[config.mk]
export PLATFORM = sky130hd
export DESIGN_NAME = mc_rq_buf
export DESIGN_NICKNAME = d
export VERILOG_FILES = /design/src/rtl/mc_rq_buf.sv
export SDC_FILE = /design/constraint.sdc
export NUM_CORES = 2
export LEC_CHECK = 0
export CAP_MARGIN = 5
export CORE_MARGIN = 2
export CORE_UTILIZATION = 55
export DETAILED_ROUTE_END_ITERATION = 10
export PLACE_DENSITY = 0.79
export SLEW_MARGIN = 25
export SYNTH_ARGS = -nofsm -noshare
export SYNTH_HDL_FRONTEND = slang
export SYNTH_SLANG_ARGS = --single-unit
[constraint.sdc]
create_clock -name clk -period 14.5 [get_ports clk]
set_input_delay 2.9 -clock clk [delete_from_list [all_inputs] [get_ports clk]]
set_output_delay 2.9 -clock clk [all_outputs]
set_load 0.02 [all_outputs]
[src/rtl/mc_rq_buf.sv]
// Request buffer between the PHOLD engine and the MC port: a FIFO with registered
// issue, almost-full backpressure, MC stall accounting and a write-flush handshake.
module mc_rq_buf #(
    parameter int unsigned RTNCTL_WIDTH = 32,
    parameter int unsigned DEPTH        = 16,
    parameter int unsigned AF_SLACK     = 6
) (
    input  logic                      clk,
    input  logic                      i_reset,

    input  logic                      in_vld,
    input  logic [2:0]                in_cmd,
    input  logic [3:0]                in_scmd,
    input  logic [1:0]                in_size,
    input  logic [47:0]               in_vadr,
    input  logic [63:0]               in_data,
    input  logic [RTNCTL_WIDTH-1:0]   in_rtnctl,
    output logic                      in_stall,
    input  logic                      in_flush,
    output logic                      flush_done,

    output logic                      mc_rq_vld,
    output logic [2:0]                mc_rq_cmd,
    output logic [3:0]                mc_rq_scmd,
    output logic [1:0]                mc_rq_size,
    output logic [47:0]               mc_rq_vadr,
    output logic [63:0]               mc_rq_data,
    output logic [RTNCTL_WIDTH-1:0]   mc_rq_rtnctl,
    input  logic                      mc_rq_stall,
    output logic                      mc_rq_flush,
    input  logic                      mc_rs_flush_cmplt,

    output logic [$clog2(DEPTH):0]    occupancy,
    output logic [31:0]               stall_cycles,
    output logic                      overflow
);

    localparam int unsigned AW = $clog2(DEPTH);
    localparam int unsigned EW = 121 + RTNCTL_WIDTH;

    typedef enum logic [2:0] {StIdle, StDrain, StFlush, StWait, StDone} flush_st_e;

    logic [EW-1:0]  mem [DEPTH];
    logic [AW-1:0]  wr_ptr;
    logic [AW-1:0]  rd_ptr;
    logic [AW:0]    count;
    logic           full;
    logic           push;
    logic           pop;
    flush_st_e      flush_st;

    assign full      = (count == (AW+1)'(DEPTH));
    assign push      = in_vld && !full;
    assign pop       = (count != '0) && !mc_rq_stall;
    assign occupancy = count;
    assign in_stall  = ((32'(DEPTH) - 32'(count)) <= 32'(AF_SLACK)) || (flush_st != StIdle);

    // Storage is not reset; only the pointers and count define valid contents.
    always_ff @(posedge clk) begin
        if (push) begin
            mem[wr_ptr] <= {in_cmd, in_scmd, in_size, in_vadr, in_data, in_rtnctl};
        end
    end

    always_ff @(posedge clk) begin
        if (i_reset) begin
            wr_ptr       <= '0;
            rd_ptr       <= '0;
            count        <= '0;
            mc_rq_vld    <= 1'b0;
            mc_rq_cmd    <= '0;
            mc_rq_scmd   <= '0;
            mc_rq_size   <= '0;
            mc_rq_vadr   <= '0;
            mc_rq_data   <= '0;
            mc_rq_rtnctl <= '0;
            stall_cycles <= '0;
            overflow     <= 1'b0;
        end else begin
            if (push) begin
                wr_ptr <= wr_ptr + AW'(1);
            end
            if (pop) begin
                rd_ptr <= rd_ptr + AW'(1);
                {mc_rq_cmd, mc_rq_scmd, mc_rq_size, mc_rq_vadr, mc_rq_data, mc_rq_rtnctl}
                    <= mem[rd_ptr];
            end
            if (push && !pop) begin
                count <= count + (AW+1)'(1);
            end else if (!push && pop) begin
                count <= count - (AW+1)'(1);
            end
            mc_rq_vld <= pop;
            if ((count != '0) && mc_rq_stall && (stall_cycles != 32'hFFFF_FFFF)) begin
                stall_cycles <= stall_cycles + 32'd1;
            end
            if (in_vld && full) begin
                overflow <= 1'b1;
            end
        end
    end

    // Flush handshake: drain everything including the output register, then one flush
    // request to the MC, then wait for its completion.
    always_ff @(posedge clk) begin
        if (i_reset) begin
            flush_st    <= StIdle;
            mc_rq_flush <= 1'b0;
            flush_done  <= 1'b0;
        end else begin
            mc_rq_flush <= 1'b0;
            flush_done  <= 1'b0;
            unique case (flush_st)
                StIdle: begin
                    if (in_flush) begin
                        flush_st <= StDrain;
                    end
                end
                StDrain: begin
                    if ((count == '0) && !mc_rq_vld) begin
                        flush_st <= StFlush;
                    end
                end
                StFlush: begin
                    if (!mc_rq_stall) begin
                        mc_rq_flush <= 1'b1;
                        flush_st    <= StWait;
                    end
                end
                StWait: begin
                    if (mc_rs_flush_cmplt) begin
                        flush_done <= 1'b1;
                        flush_st   <= StDone;
                    end
                end
                StDone: begin
                    flush_st <= StIdle;
                end
                default: begin
                    flush_st <= StIdle;
                end
            endcase
        end
    end

endmodule

==> results.yml <==
sta:
  whs_ps: 472
  final_hold_viol_count: 0
  tightestPinTransition_ps: 1140
  relSlewSlack: 0.242
  rsz0062_at_grt: "no"
  setup_viol_count_final: 0
  maxSlewViolCount: 0
  period_share: 0.439
  fmax_mhz: 157
  fin_crit_ps: 6360
  tns_ps: 0
  skew_ps: 40.2
floorplanning:
  die_x_um: 428
  initial_core_util: 0.553
  rows: 155
  fp.dieH_um: 428
  coreArea_um2: 178000
  io_pins: 354
  die_area_um2: 183000
layout:
  final_nets: 5052
  drive_gt1_frac: 0.219
  syn_to_final_growth_pct: 15.5
  finalInstanceArea_um2: 114000
clock_network:
  cts_buffer_depth: 4
  hold_buffers: 0
  ctsResizeCount: 0
  cts_root_buf: "clkbuf_16"
  cts.clk_slew.worst_paths_ps: 60
  clock_sinks: 2653
  cts_buffers: 274
  clk_latency_ps: 920
  cts_max_level: 5
  cts_tree: "built"
  postCtsSetupRepairBufs: 0
place:
  place.gp.congestion: 0.788
  io_buffers: 353
  placed_area_um2: 105000
  dp_hpwl_um: 118000
synth:
  ys_top_cells_by_count: "2448 x edfxtp_1, 612 x mux4_2, 205 x dfxtp_1, 173 x nand2_1, 157 x mux2i_1"
  synth.distinct_cells: 54
  synthTopCellsByArea: "edfxtp_1 74%, mux4_2 14%, dfxtp_1 4.2%"
  yosysSeqAreaShare: 0.786
  synthFlopType: "edfxtp_1"
  yosysMostFrequentCell: "edfxtp_1"
  synth_warnings: 0
  postSynthAreaPerCell_um2: 22.4
  ys_seq_elements: 2653
  synth_area_um2: 98700
  synth_nets: 4579
  synth_edf_count: 2448
  synth.largest_area_cell: "edfxtp_1"
  synth_top_area_frac: 0.745
  ys_async_sr_fraction: 0
  syn_inst: 4405
setup_path:
  endpoint_kind: "register"
  start_kind: "input pin"
  reg2reg_from: "occupancy[0]$_SDFFE_PP0P_"
  arrival_ps: 6870
  critical_path_class: "input pin to register"
  rrSetupSlack_ps: 9430
  r2r_end: "mem[4][11]$_DFFE_PP_"
  reg2regPathDepth: 9
  critPathMaxFanout: 51
  cp-startpoint: "in_vld"
  required_ps: 15010
hold_path:
  holdPathEnd: "mc_rq_data[61]$_SDFFE_PP0P_"
  worstHoldStart: "mc_rq_data[61]$_SDFFE_PP0P_"
  hold_class: "register to register"
  min_path_cells: 2
flow_run:
  cap_violations: 0
power:
  switchingPower_mw: 5.00
  power_density_nw_per_um2: 171
  combPwrFrac: 0.184
  p_clk_frac: 0.354
  p_int_mw: 14.5
  switching_share: 0.256
  power.total_mw: 19.5
  p_leak_nw: 34.5
  vdd_drop_max_mv: 0.100
  seqPwrFrac: 0.461
outcome:
  status: "finished clean"
global_route:
  antenna_found_initial: 37
  gr-usage-all-layers: 0.261
  grt_remaining_overflow: 0
  grt_pass1_wl_um: 346000
  grt_max_degree: 137
  grt_pass1_vias: 50300
drt:
  antenna_left: 0
  vias: 48500
  wl_per_cell_um: 31.7
  totalWireLength_um: 236000
  dr.pass1.iters: 5
  drt_iter0_drc: 5956
  drt_drc_violations_left: 0
  vias_per_cell: 6.50
## registers in the layout, summed over array words and instances, names as in the netlist
signal,flops
flush_done,1
flush_st,3
mc_rq_cmd,3
mc_rq_data,64
mc_rq_flush,1
mc_rq_rtnctl,32
mc_rq_scmd,4
mc_rq_size,2
mc_rq_vadr,48
mc_rq_vld,1
mem,2448
occupancy,5
overflow,1
rd_ptr,4
stall_cycles,32
wr_ptr,4
## cells by family (layout without fill, tap and decap cells)
| family | count (synthesis) | after routing | share of synthesized area |
|---|---|---|---|
| adder cells (fa/ha/maj) | 15 | 15 | 0.00198 |
| multiplexers | 771 | 771 | 0.156 |
| other | 0 | 18 | 0 |
| buffers and inverters | 249 | 921 | 0.0105 |
| AO/OA/AOI/OAI | 356 | 356 | 0.0268 |
| flip-flops | 2653 | 2653 | 0.786 |
| XOR/XNOR | 30 | 30 | 0.00266 |
| AND/OR/NAND/NOR | 331 | 331 | 0.0158 |
## cell usage in the layout, fill, tap and decap left out, types with 14 or more instances in the layout
cell type / Yosys / routed
a21oi_1: 22 / 22
a22oi_1: 153 / 153
buf_4: 0 / 63
bufinv_16: 0 / 22
clkbuf_1: 144 / 69
clkbuf_16: 0 / 281
clkbuf_8: 0 / 25
clkdlybuf4s50_1: 0 / 352
clkinv_1: 0 / 23
clkinv_2: 0 / 30
dfxtp_1: 205 / 202
diode_2: 0 / 18
edfxtp_1: 2448 / 2448
ha_1: 14 / 14
mux2i_1: 157 / 157
mux4_2: 612 / 612
nand2_1: 173 / 173
nand3_1: 15 / 15
nor2_1: 67 / 53
nor2_4: 0 / 14
o211ai_1: 154 / 154
xnor2_1: 20 / 20
## through the flow
| stage | cells | setup WS [ps] | util |
|---|---|---|---|
| floorplan | 4405 | 3970 | - |
| global placement | 6954 | 7440 | 0.589 |
| detailed placement | 6956 | 7350 | 0.589 |
| CTS | 7431 | 8200 | 0.638 |
| global route | 7447 | 8020 | 0.639 |
| finish | 7450 | 8140 | 0.639 |
## power by group through the flow
stage | clock (mW) | sequential (mW) | combinational (mW)
3_5_place_dp | 0 | 9.16 | 3.58
6_report | 6.92 | 9.00 | 3.59
4_1_cts | 7.00 | 9.01 | 3.65
3_3_place_gp | 0 | 9.14 | 3.52
5_1_grt | 7.28 | 9.02 | 3.82
2_1_floorplan | 0 | 9.21 | 2.32
## critical path, cell delays in order
cell	delay, ps
clkdlybuf4s50_1	470
nor2b_1	750
nand2_1	460
nor2_4	690
buf_4	650
buf_4	860
## metal layers
layer / global-route usage / routed length [um] / vias up
met5: 0 / 73 / -
met4: 0.0944 / 7510 / 14
met3: 0.0549 / 22400 / 443
met2: 0.426 / 119000 / 2919
met1: 0.353 / 86700 / 25600
li1: - / - / 19500
## area by class of cell
class / count / area, um^2
multi-input combinational: 1503 / 20200
fill: 11100 / 64500
clock inverter: 100 / 1110
inverter: 13 / 48.8
sequential: 2653 / 77600
clock buffer: 375 / 7630
antenna: 18 / 45.0
timing repair buffer: 433 / 4340
tap: 2355 / 2950
## worst max path at each step
stage	to	slack, ps	cells after the start
2_1_floorplan	mem[7][0]$_DFFE_PP_	3970	4
5_1_grt	mem[4][9]$_DFFE_PP_	8020	6
3_5_place_dp	mem[4][9]$_DFFE_PP_	7350	6
4_1_cts	mem[4][11]$_DFFE_PP_	8200	6
3_3_place_gp	mem[13][88]$_DFFE_PP_	7440	6
6_report	mem[4][11]$_DFFE_PP_	8140	6
(Power assumes the default switching activity.)
